===== src/rtl/sample_scheduler.sv =====
// Sample-rate scheduler: a reload down-counter paces sample requests to the SPI master
// over val/rdy, with burst or continuous runs, stop/drain handling and a sticky overrun flag.
module sample_scheduler #(
    parameter int nbits = 32,
    parameter int cbits = 16
) (
    input  logic             clk,
    input  logic             reset,
    input  logic [nbits-1:0] cfg_period_msg,
    input  logic             cfg_period_val,
    output logic             cfg_period_rdy,
    input  logic [cbits-1:0] cfg_count_msg,
    input  logic             cfg_count_val,
    output logic             cfg_count_rdy,
    input  logic             start_val,
    output logic             start_rdy,
    input  logic             stop,
    output logic [cbits-1:0] req_msg,
    output logic             req_val,
    input  logic             req_rdy,
    output logic             busy,
    output logic             done,
    output logic             overrun,
    input  logic             overrun_clr
);

    // state | meaning
    // IDLE  | waiting for config / start; cfg and start ready
    // RUN   | counter pacing ticks, each tick issues or drops a request
    // DRAIN | no more ticks; waiting for the last outstanding handshake
    typedef enum logic [1:0] {
        S_IDLE  = 2'd0,
        S_RUN   = 2'd1,
        S_DRAIN = 2'd2
    } state_t;

    state_t           r_state;
    state_t           w_state_nxt;
    logic [nbits-1:0] r_period;
    logic [cbits-1:0] r_count;
    logic [nbits-1:0] r_counter;
    logic [cbits-1:0] r_index;
    logic [cbits-1:0] r_issued;
    logic [cbits-1:0] r_req_msg;
    logic             r_req_val;
    logic             r_done;
    logic             r_overrun;
    logic             r_rdy;

    logic             w_hs;
    logic             w_outstanding;
    logic             w_tick;
    logic             w_start;
    logic             w_issue;
    logic             w_drop;
    logic             w_done;
    logic [cbits-1:0] w_issued_inc;

    assign w_hs          = r_req_val && req_rdy;
    assign w_outstanding = r_req_val && !req_rdy;
    assign w_tick        = (r_counter == '0);
    assign w_start       = start_val && r_rdy;
    assign w_issued_inc  = r_issued + cbits'(1);

    always_comb begin
        w_state_nxt = r_state;
        w_issue     = 1'b0;
        w_drop      = 1'b0;
        w_done      = 1'b0;
        case (r_state)
            S_IDLE: begin
                if (w_start) w_state_nxt = S_RUN;
            end
            S_RUN: begin
                if (stop) begin
                    if (w_outstanding) begin
                        w_state_nxt = S_DRAIN;
                    end else begin
                        w_state_nxt = S_IDLE;
                        w_done      = 1'b1;
                    end
                end else if (w_tick) begin
                    if (w_outstanding) begin
                        w_drop = 1'b1;
                    end else begin
                        w_issue = 1'b1;
                        // Count of zero means continuous; issued wraps there and must not end the run.
                        if ((r_count != '0) && (w_issued_inc == r_count)) w_state_nxt = S_DRAIN;
                    end
                end
            end
            S_DRAIN: begin
                if (!w_outstanding) begin
                    w_state_nxt = S_IDLE;
                    w_done      = 1'b1;
                end
            end
            default: w_state_nxt = S_IDLE;
        endcase
    end

    always_ff @(posedge clk or negedge reset) begin
        if (!reset) begin
            r_state   <= S_IDLE;
            r_period  <= '0;
            r_count   <= '0;
            r_counter <= '0;
            r_index   <= '0;
            r_issued  <= '0;
            r_req_msg <= '0;
            r_req_val <= 1'b0;
            r_done    <= 1'b0;
            r_overrun <= 1'b0;
            r_rdy     <= 1'b0;
        end else begin
            r_state <= w_state_nxt;
            r_done  <= w_done;
            // Ready is registered so it only rises on the first edge out of reset.
            r_rdy   <= (w_state_nxt == S_IDLE);

            if (cfg_period_val && r_rdy) r_period <= cfg_period_msg;
            if (cfg_count_val && r_rdy)  r_count  <= cfg_count_msg;

            if (w_start) begin
                r_counter <= r_period;
                r_index   <= '0;
                r_issued  <= '0;
            end else if (r_state == S_RUN) begin
                r_counter <= w_tick ? r_period : (r_counter - nbits'(1));
            end

            if (w_issue) begin
                r_req_val <= 1'b1;
                r_req_msg <= r_index;
                r_index   <= r_index + cbits'(1);
                r_issued  <= w_issued_inc;
            end else if (w_hs) begin
                r_req_val <= 1'b0;
            end

            if (w_drop) begin
                r_overrun <= 1'b1;
            end else if (overrun_clr) begin
                r_overrun <= 1'b0;
            end
        end
    end

    assign cfg_period_rdy = r_rdy;
    assign cfg_count_rdy  = r_rdy;
    assign start_rdy      = r_rdy;
    assign req_msg        = r_req_msg;
    assign req_val        = r_req_val;
    assign busy           = (r_state != S_IDLE);
    assign done           = r_done;
    assign overrun        = r_overrun;

endmodule


===== config.mk =====
export PLATFORM = sky130hd
export DESIGN_NAME = sample_scheduler
export DESIGN_NICKNAME = d
export VERILOG_FILES = /design/src/rtl/sample_scheduler.sv
export SDC_FILE = /design/constraint.sdc
export NUM_CORES = 1
export LEC_CHECK = 0
export CAP_MARGIN = 0
export CELL_PAD_IN_SITES_DETAIL_PLACEMENT = 2
export CELL_PAD_IN_SITES_GLOBAL_PLACEMENT = 2
export CORE_MARGIN = 1.5
export CORE_UTILIZATION = 32
export DETAILED_ROUTE_END_ITERATION = 10
export MAX_ROUTING_LAYER = met4
export PLACE_DENSITY = 0.78
export RECOVER_POWER = 25
export SYNTH_ARGS = -nofsm -noshare
export SYNTH_HDL_FRONTEND = slang
export SYNTH_SLANG_ARGS = --single-unit

===== constraint.sdc =====
create_clock -name clk -period 2.6 [get_ports clk]
set_input_delay 0.26 -clock clk [delete_from_list [all_inputs] [get_ports clk]]
set_output_delay 0.26 -clock clk [all_outputs]
set_load 0.005 [all_outputs]

### Word level (Yosys, flattened, before mapping)

Index checks and enable logic that the tools add are counted.
W data, S select, Z words.

| operators by class | value |
|---|---|
| reductions and logical operators | 16 |
| equal/unequal tests | 3 |
| multiplexer cells | 28 |
| add/subtract/negate cells | 3 |

Operators by type and width:

| operator | count |
|---|---|
| $mux W32 | 3 |
| $mux W16 | 3 |
| $add A16 B1 Y16 const B | 2 |
| $logic_not A32 Y1 | 1 |
| $sub A32 B1 Y32 const B | 1 |
| $eq A16 B16 Y1 | 1 |
| $reduce_bool A16 Y1 | 1 |
| $mux W2 | 7 |
| $mux W1 | 13 |
| $reduce_bool A2 Y1 | 5 |
| $logic_and A1 B1 Y1 | 6 |
| $pmux W2 S3 | 1 |
| $logic_not A2 Y1 | 2 |
| $eq A2 B1 Y1 const B | 1 |
| $eq A2 B2 Y1 const B | 1 |
| $pmux W1 S2 | 1 |
| $logic_not A1 Y1 | 1 |

| word-level totals | value |
|---|---|
| register bits after elaboration | 134 |
| bits of input ports | 56 |
| logic and storage cells | 61 |
| output and inout port bits | 23 |

### Depth between registers and ports, before layout

| logic depth | value |
|---|---|
| depth in word-level cells | 9 |
| depth in mapped cells | 10 |
| depth with buffers taken out | 8 |

### Least setup slack after synthesis

Ideal clock, no wire load.

| path | value |
|---|---|
| path kind | reg-to-reg |
| start point | register r_counter[0] |
| end point | register r_rdy (netlist: cfg_count_rdy) |
| arrival | 2.482 ns |
| data required time | 2.480 ns |
| setup slack | -0.001 ns |
| setup time | 0.120 ns |
| clock period less this slack | 2.601 ns |
| cell stages (with the launch flop) | 9 |
| buffers on the path | 0 |
| path through | dfrtp_1 -> inv_1 -> ha_1 -> or3b_1 -> nor4_2 -> and4_4 -> o2111ai_1 -> or4_1 -> a31o_1 |

| on the way | value |
|---|---|
| longest elaborated chain between the ends | 5 |

Ends and longest elaborated chain:

| item | line | source |
|---|---|---|
| start, declared | 41 | `logic [nbits-1:0] r_counter;` |
| start signal, assigned | 125 | `r_counter <= r_period;` |
| start signal, assigned | 129 | `r_counter <= w_tick ? r_period : (r_counter - nbits'(1));` |
| $logic_not A32 Y1 | 61 | `assign w_tick = (r_counter == '0);` |
| $mux W2 | 82 | `end else if (w_tick) begin` |
| $mux W2 | 75 | `if (stop) begin` |
| $pmux W2 S3 | 70 | `case (r_state)` |
| $logic_not A2 Y1 | 119 | `r_rdy <= (w_state_nxt == S_IDLE);` |
| end signal, assigned | 119 |  |
| end, declared | 48 | `logic r_rdy;` |

Every way passes these cells.
A chain may end at the register's enable or synchronous reset.

### Worst setup path after layout

| path | value |
|---|---|
| start point | register r_counter[1] |
| end point | register r_counter[31] |

| on the way | value |
|---|---|
| longest elaborated chain between the ends | 4 |
| elaborated cells between the ends (all ways) | 5 |
| those cells by class | 1 x add/sub; 3 x mux; 1 x reduce/logical |

Ends and longest elaborated chain:

| item | line | source |
|---|---|---|
| $sub A32 B1 Y32 / $logic_not A32 Y1 (equally long branches) | 129, 61 |  |
| $mux W32 (*) | 129 |  |
| $mux W32 (*) | 128 | `end else if (r_state == S_RUN) begin` |
| $mux W32 (*) | 124 | `if (w_start) begin` |

Every way passes the cells marked *; elsewhere a longest branch is shown, timed or not. The select of a mux whose other input is x is not followed.

==> results.tsv <==
stage	metric	value	unit
grt	antenna_found_initial	0	
synthesis	ys_types	63	
sta	finalMaxSlewViolations	0	
route	vias_per_cell	5.88	
synthesis	ys_warn_count	0	
setup_path	start_kind	flop	
finish	multi_input_area	3720	um2
die	io_pins	79	
finish	fill_cells	2265	
power_and_ir_drop	p_sw_frac	0.362	
synthesis	synth-edff-count	0	
run	max_cap_violations	0	
sta	period_minus_slack	2.79	ns
finish	nets	935	
synthesis	ys_async_sr_fraction	1.00	
sta	worst_slew_pin_slew	1.12	ns
placement	place_ws	-0.104	ns
route	drc	0	
clock_tree	clk_pin_slew	0.07	ns
grt	grt_start_max_net_pins	62	
synthesis	avgSynthCellArea	9.64	um2
sta	holdWs	0.440	ns
power_and_ir_drop	total_power	9.34	mW
synthesis	yosys.area.top_type_share	0.473	
power_and_ir_drop	irDropWorstVdd	0.513	mV
route	first_pass_iters	5	
placement	place_congestion	0.852	
sta	fin_skew	0.0114	ns
placement	port_buffers	78	
sta	slew_headroom	0.256	
grt	grt_util_met2	0.438	
synthesis	synthTopCellsByArea	dfrtp_1 47%, mux2_2 7.9%, nand2_1 4.8%	
power_and_ir_drop	p_leak	3.97	nW
clock_tree	numCtsBuffers	17	
synthesis	yosys-top-cells-count	134 x dfrtp_1, 91 x nand2_1, 57 x o21ai_0	
synthesis	synth_flop_cell	dfrtp_1	
power_and_ir_drop	power_frac_clock	0.307	
clock_tree	ctsRootBufferMaster	clkbuf_16	
sta	finalSetupViolCount	26	
sta	rsz0062_at_grt	true	
route	drt_wl_total	29900	um
setup_path	worstPathArrival	3.15	ns
synthesis	syn_area	7090	um2
clock_tree	clk-insertion-delay-late	0.44	ns
finish	ff_latch_area	3350	um2
sta	hold_viol_final	0	
power_and_ir_drop	pwr-share-comb	0.331	
grt	gr-usage-all-layers	0.247	
setup_path	required	2.96	ns
sta	fin_crit_sh	1.07	
grt	top_usage_layer	met2	
die	initial_core_util	0.326	
sta	max_freq	359	MHz
grt	met3_usage	0.0311	
status	outcome	finished, violations left	
route	ant_nets	0	
placement	dpl.hpwl	17100	um
setup_path	crit_buf_inv	2	
route	drt-initial-drc-count	391	
finish	area_growth	38.5	%
finish	n_antenna_cell	0	
grt	grt_use_met1	0.280	
power_and_ir_drop	switchingPower	3.38	mW
finish	drive_gt1_frac	0.247	
clock_tree	max-clock-path-buffers	2	
synthesis	synth_seq_cells	134	
synthesis	synth_top_area_cell	dfrtp_1	
clock_tree	tritoncts	yes	
power_and_ir_drop	pwr-share-seq	0.362	
synthesis	syn_nets	798	
die	fp.coreArea	21800	um2
route	avgRoutedWirePerCell	25.7	um
status	failed_checks	setup timing	
power_and_ir_drop	p_int	5.96	mW
synthesis	ys_seq_area_frac	0.473	
setup_path	critPathKind	reg -> reg	
setup_path	end_kind	flop	
setup_path	crit_chain	buf_6 -> or4_4 -> nor4_4 -> buf_4 -> nand4_1 -> or3b_4 -> a21oi_4 -> a2bb2oi_2	
grt	grt_pass1_wl	43700	um
setup_path	cp_slowest_cell	or3b_4	
min_path	hp-class	in -> reg	
route	dr_total_vias	6852	
die	die_x	152	um
setup_path	crit_family	simple AND/OR/NAND/NOR gates	
clock_tree	cts_max_level	4	
sta	fin_ws	-0.189	ns
synthesis	synthCells	735	
setup_path	cp_max_fo	4	
power_and_ir_drop	powerDensity	952	nW/um2
die	die_area	23000	um2
synthesis	synth_most_common_cell	dfrtp_1	
grt	overflow	0	
grt	grt_pass1_vias	7587	
die	fp.dieH	152	um
clock_tree	cts.sinks	134	
setup_path	timing.critical_path.slowest_cell_delay	0.53	ns
die	rows	54	
[layout make-up]
class	instances	share of cell area
clock buffers	20	0.0465
clock inverters	12	0.0228
inverters	23	0.00880
multi-input cells	531	0.379
flip-flops and latches	134	0.342
well taps	280	0.0357
repair buffers	165	0.165
[final timing paths]
kind | start | end | slack, ns | cells past startpoint
max | r_counter[1]$_DFFE_PN0P_ | r_counter[31]$_DFFE_PN0P_ | -0.19 | 8
min | cfg_period_msg[17] | r_period[17]$_DFFE_PN0P_ | 0.44 | 2
max reg2reg | r_counter[1]$_DFFE_PN0P_ | r_counter[31]$_DFFE_PN0P_ | -0.19 | 8
min reg2reg | req_msg[1]$_DFFE_PN0P_ | req_msg[1]$_DFFE_PN0P_ | 0.47 | 2
max in group asynchronous | reset | r_period[6]$_DFFE_PN0P_ | 0.41 | 3
min in group asynchronous | reset | req_msg[5]$_DFFE_PN0P_ | 0.57 | 2
[cell usage in the layout, fill, tap and decap left out, types with 9 or more instances in the layout]
cell / synthesis / routed
clkbuf_16: 0 / 19
nand3_1: 27 / 26
or3_1: 10 / 9
dfrtp_1: 134 / 134
buf_4: 3 / 67
nor3_1: 24 / 21
mux2_2: 50 / 50
nand4_1: 20 / 20
clkdlybuf4s50_1: 0 / 77
nor4_1: 26 / 23
nor2_1: 25 / 23
a21oi_1: 41 / 37
o2bb2ai_1: 9 / 9
xnor2_1: 12 / 12
inv_1: 23 / 21
o21ai_0: 57 / 51
nand2_1: 91 / 89
mux2i_1: 11 / 11
buf_12: 0 / 9
[state kept, by name (all words and copies together) (netlist names), 2 cells and up]
register / count
r_issued: 16
r_counter: 32
req_msg: 16
r_state: 2
r_count: 16
r_index: 16
r_period: 32
[timing repair]
item / CTS / global route
endpoints found under the setup margin: 57 / 70
gates cloned: 1 / 2
setup buffers: 8 / 14
hold endpoints to repair: 37 / 0
hold buffers: 1 / 0
pin swaps: 4 / 14
resized for setup: 24 / 47
[power by group through the flow]
stage                     Clock, mW  Combinational, mW  Sequential, mW
final                          2.87               3.09            3.38
after global routing           3.01               3.32            3.43
after CTS                      2.86               2.80            3.29
after detailed placement          0               2.62            3.30
after global placement            0               2.42            3.26
after floorplan                   0               1.67            3.10
[metrics by stage]
| step | instance area (um2) | utilization | setup TNS, ns | cells |
|---|---|---|---|---|
| after detailed placement | 8570 | 0.394 | -0.730 | 1107 |
| after global routing | 9820 | 0.451 | -4.15 | 1165 |
| after CTS | 9460 | 0.435 | 0 | 1149 |
| after floorplan | 7090 | - | 0 | 735 |
| after global placement | 8570 | 0.394 | 0 | 1107 |
| final | 9820 | 0.451 | -1.43 | 1165 |
[worst reg2reg max path, delay by kind of cell, from the launching register on]
kind	cells	cell delay (ns)
DFF	1	0.41
and+or+nand+nor	4	1.66
buffers and inverters	2	0.33
AOI/OAI and AO/OA	2	0.32
[logic make-up after synthesis]
| logic type | synth area share |
|---|---|
| AOI/OAI and AO/OA | 0.153 |
| muxes | 0.0950 |
| adders and majority gates | 0.0124 |
| and+or+nand+nor | 0.200 |
| xor gates and xnor gates | 0.0260 |
| buffers and inverters | 0.0404 |
| DFF | 0.473 |
[metal layers]
metal	part of all wire	wire, um
met1	0.40	12000
met2	0.53	15900
met3	0.031	929
met4	0.036	1090
met5	0	0
Note: power is estimated with default switching activity, not from simulation.
